## src/rtl/memory_address_register.sv

```systemverilog
// memory_address_register: latched CPU memory address with registered valid/alignment/region flags (option: MAR_INCREMENT_EN adds mar_inc)
module memory_address_register #(
    parameter int ADDR_WIDTH = 32,
    parameter logic [ADDR_WIDTH-1:0] RESET_VALUE = ADDR_WIDTH'(32'h0000_0000),
    parameter logic [ADDR_WIDTH-1:0] RAM_BASE = ADDR_WIDTH'(32'h1000_0000),
    parameter logic [ADDR_WIDTH-1:0] IO_BASE = ADDR_WIDTH'(32'h8000_0000)
) (
    input  logic                  clk,
    input  logic                  reset,
    input  logic                  mar_write,
`ifdef MAR_INCREMENT_EN
    input  logic                  mar_inc,
`endif
    input  logic [ADDR_WIDTH-1:0] address_in,
    output logic [ADDR_WIDTH-1:0] address_out,
    output logic                  addr_valid,
    output logic                  misaligned,
    output logic [1:0]            region_sel
);
    logic [ADDR_WIDTH-1:0] next_addr;
    logic                  load;

    function automatic logic [1:0] decode(input logic [ADDR_WIDTH-1:0] a);
        return (a >= IO_BASE) ? 2'b10 : (a >= RAM_BASE) ? 2'b01 : 2'b00;
    endfunction

    always_comb begin
`ifdef MAR_INCREMENT_EN
        next_addr = mar_write ? address_in : address_out + ADDR_WIDTH'(4);
        load = mar_write | mar_inc;
`else
        next_addr = address_in;
        load = mar_write;
`endif
    end

    // flags are derived from the value being loaded so they always track address_out
    always_ff @(posedge clk) begin
        if (reset) begin
            address_out <= RESET_VALUE;
            addr_valid <= 1'b0;
            misaligned <= |RESET_VALUE[1:0];
            region_sel <= decode(RESET_VALUE);
        end else if (load) begin
            address_out <= next_addr;
            addr_valid <= addr_valid | mar_write;
            misaligned <= |next_addr[1:0];
            region_sel <= decode(next_addr);
        end
    end
endmodule

```

## config.mk

```make
export PLATFORM = sky130hd
export DESIGN_NAME = memory_address_register
export DESIGN_NICKNAME = d
export VERILOG_FILES = /design/src/rtl/memory_address_register.sv
export SDC_FILE = /design/constraint.sdc
export NUM_CORES = 1
export LEC_CHECK = 0
export ABC_AREA = 1
export CAP_MARGIN = 20
export CELL_PAD_IN_SITES_DETAIL_PLACEMENT = 0
export CELL_PAD_IN_SITES_GLOBAL_PLACEMENT = 1
export CORE_UTILIZATION = 23
export DETAILED_ROUTE_END_ITERATION = 12
export PLACE_DENSITY_LB_ADDON = 0.25
export SLEW_MARGIN = 5
export SYNTH_ARGS = -nofsm -noshare
export SYNTH_HDL_FRONTEND = slang
export SYNTH_SLANG_ARGS = --single-unit
```

## constraint.sdc

```tcl
create_clock -name clk -period 0.8 [get_ports clk]
set_input_delay 0.2 -clock clk [delete_from_list [all_inputs] [get_ports clk]]
set_output_delay 0.2 -clock clk [all_outputs]
set_load 0.005 [all_outputs]
```

==> results of run 1 <==
-- routing by layer --
metal / vias to the layer above / part of all wire / track usage / wire (um)
met5: - / 0 / 0 / 0
met4: 0 / 0.011 / 0.0519 / 40
li1: 650 / - / - / -
met3: 5 / 0.063 / 0.0431 / 221
met1: 573 / 0.45 / 0.159 / 1560
met2: 36 / 0.48 / 0.205 / 1680
-- power by group --
part           switching [W]  internal (W)  leakage, nW
Combinational       0.000260      0.000406        0.616
Sequential         0.0000657       0.00194        0.310
Clock               0.000607      0.000703       0.0455
Total               0.000933       0.00305        0.971
-- final cells by class --
class,instances,share of cell area
flip-flops and latches,36,0.355
repair buffers,81,0.337
multi-input cells,105,0.217
clock buffers,8,0.0418
well taps,70,0.0406
inverters,5,0.00870
-- flip-flops by register name, summed over array words and instances, names as in the netlist --
signal       cells
region_sel       2
addr_valid       1
misaligned       1
address_out     32
-- stage by stage --
step | total power [W] | instance area [um^2] | instances | hold WS, ns | util
after detailed placement | 0.00276 | 2120 | 296 | 0.459 | 0.404
after floorplan | 0.00225 | 1280 | 156 | 0.269 | -
final | 0.00398 | 2160 | 305 | 0.351 | 0.412
after global routing | 0.00424 | 2160 | 305 | 0.369 | 0.412
after global placement | 0.00276 | 2120 | 296 | 0.461 | 0.404
after CTS | 0.00402 | 2090 | 304 | 0.348 | 0.400
-- worst max path at each step --
stage                          from         endpoint  slack (ns)  cells after the start
floorplan                 mar_write  address_out[29]        0.09                      4
global placement          mar_write    region_sel[0]       -0.50                      6
detailed placement        mar_write    region_sel[0]       -0.52                      6
CTS                 address_out[16]  address_out[16]       -0.14                      1
global route          region_sel[1]    region_sel[1]       -0.16                      1
finish              address_out[16]  address_out[16]       -0.12                      1
-- kinds of logic (layout without fill, tap and decap cells) --
logic type	Yosys count	after routing	synth area share
flip-flops	36	36	0.563
buffers and inverters	15	94	0.0743
AO/OA/AOI/OAI	37	37	0.163
AND/OR/NAND/NOR	68	68	0.199
-- repair_timing --
action                                  in CTS  in global routing
resized for setup                          185                 11
buffers inserted                             0                  1
endpoints found under the setup margin      72                 39
-- cells in the mapped netlist (all sizes together) --
| cell | instances |
|---|---|
| dfxtp | 36 |
| buf | 8 |
| nor2 | 65 |
| a21oi | 3 |
| inv | 5 |
| o21ai | 32 |
| a31oi | 1 |
| nand2 | 3 |
| clkbuf | 2 |
| a211oi | 1 |
==> impl_metrics.csv, run 1 <==
group,metric,value,unit
grt,antenna_found_initial,0,
yosys,yosys_warnings,0,
clock_network,ctsLongestPathBuffers,2,
clock_network,numCtsBuffers,5,
route,ant_nets,0,
cells_and_area,fillers,567,
timing,worst_slew_pin_slew,0.168,ns
grt,grt_use_total,0.129,
clock_network,cts_tree,"yes",
min_path,hold_path_depth,3,
critical_path,worst_ep_arrival_time,0.72,ns
critical_path,cpMaxStageDelayCell,"dfxtp_2",
timing,setup_viol,36,
floorplanning,die_y,76.6,um
critical_path,crit_type,"flip-flop to output pin",
critical_path,worstReg2RegStart,"address_out[23]",
cells_and_area,regArea,766,um^2
yosys,avgSynthCellArea,8.20,um^2
floorplanning,die_w,76.6,um
floorplanning,core-area,0.00524,mm^2
cells_and_area,multi_input_area,468,um^2
timing,skew,0,ns
clock_network,cts_hold_buffers,0,
cells_and_area,final_cell_mix,"nor2_1, dfxtp_2, clkdlybuf4s50_1",
critical_path,cp_max_fo,2,
timing,finalHoldViolCount,0,
clock_network,cts.sinks,36,
timing,finalMaxSlewViolations,0,
cells_and_area,area.growth.synth_to_final,68.5,%
critical_path,r2r_end,"address_out[23]",
placed_design,place.gp.congestion,0.669,
yosys,yosysUniqueCellTypes,15,
power_and_ir_drop,power.density,1850,mW/mm^2
min_path,worst_hold_path_type,"input pin to flip-flop",
critical_path,start_kind,"flip-flop",
critical_path,crit_chain,"buf_2",
yosys,synthTopCellsByArea,"dfxtp_1, nor2_1, o21ai_0",
timing,max_freq,1.09,GHz
critical_path,crit_buf_inv,1,
yosys,yosysTopAreaCellShare,0.563,
route,drt_pass1_iterations,4,
grt,grt_max_degree,40,
cells_and_area,layout_commonest_cell,"nor2_1",
placed_design,place_ws,-0.523,ns
route,viasPerCell,4.14,
cells_and_area,nNetsFinal,269,
critical_path,worst_ep_required_time,0.60,ns
yosys,synth_area_leader_cell,"dfxtp_1",
timing,rsz0062_at_grt,"yes",
route,drt_iter0_drc,24,
yosys,synthesis.nets,191,
critical_path,r2r_cells,3,
timing,fin_ws,-0.121,ns
route,wirelength,3510,um
run_status,violations,"negative setup slack",
min_path,hold_path_end,"region_sel[0]",
clock_network,htree_levels,2,
timing,slew-limit-headroom,0.887,
yosys,synthesis.area,0.00128,mm^2
critical_path,crit_family,"flip-flops",
run_status,outcome,"finished with violations",
yosys,synth-seq-area-share,0.563,
clock_network,insertion_delay,0.28,ns
critical_path,r2r_slack,0.07,ns
cells_and_area,diodes,0,
grt,grt_pass1_vias,1273,
critical_path,cp-end-kind,"output pin",
yosys,syn_inst,156,
route,wire_per_inst,11.5,um
route,drcViolationCount,0,
timing,post-route-min-period,0.921,ns
job,maxCapViolCount,0,
timing,setup-tns-final,-3.95,ns
grt,grt_pass1_wl,5950,um
placed_design,dp.final_hpwl,2420,um
route,vias,1264,
min_path,worstHoldStart,"reset",
critical_path,slowest_delay,0.32,ns
floorplanning,rows,26,
power_and_ir_drop,p_leak,0.971,nW
placed_design,port_buffers,70,
yosys,synth-seq-cells,36,
power_and_ir_drop,vdd_drop_max,0.000892,V
floorplanning,die-area,0.00587,mm^2
floorplanning,pin_count,71,
grt,grt_overflow,0,
timing,finalCritPeriodShare,1.15,
clock_network,clkTransAtPathRegs,0.07,ns
cells_and_area,drive_gt1_frac,0.409,
clock_network,cts_root_buffer,"clkbuf_8",
floorplanning,floorplan.initialDensity,0.244,
(Power assumes the default switching activity.)
==> inputs of run 2 (changes only) <==
--- a/config.mk
+++ b/config.mk
@@ -11,6 +11,7 @@
 export CELL_PAD_IN_SITES_GLOBAL_PLACEMENT = 1
 export CORE_UTILIZATION = 23
 export DETAILED_ROUTE_END_ITERATION = 12
+export HOLD_SLACK_MARGIN = 0.05
 export PLACE_DENSITY_LB_ADDON = 0.25
 export SLEW_MARGIN = 5
 export SYNTH_ARGS = -nofsm -noshare
==> results of run 2 <==
Final layout, timing and power as in run 1 (identical DEF).
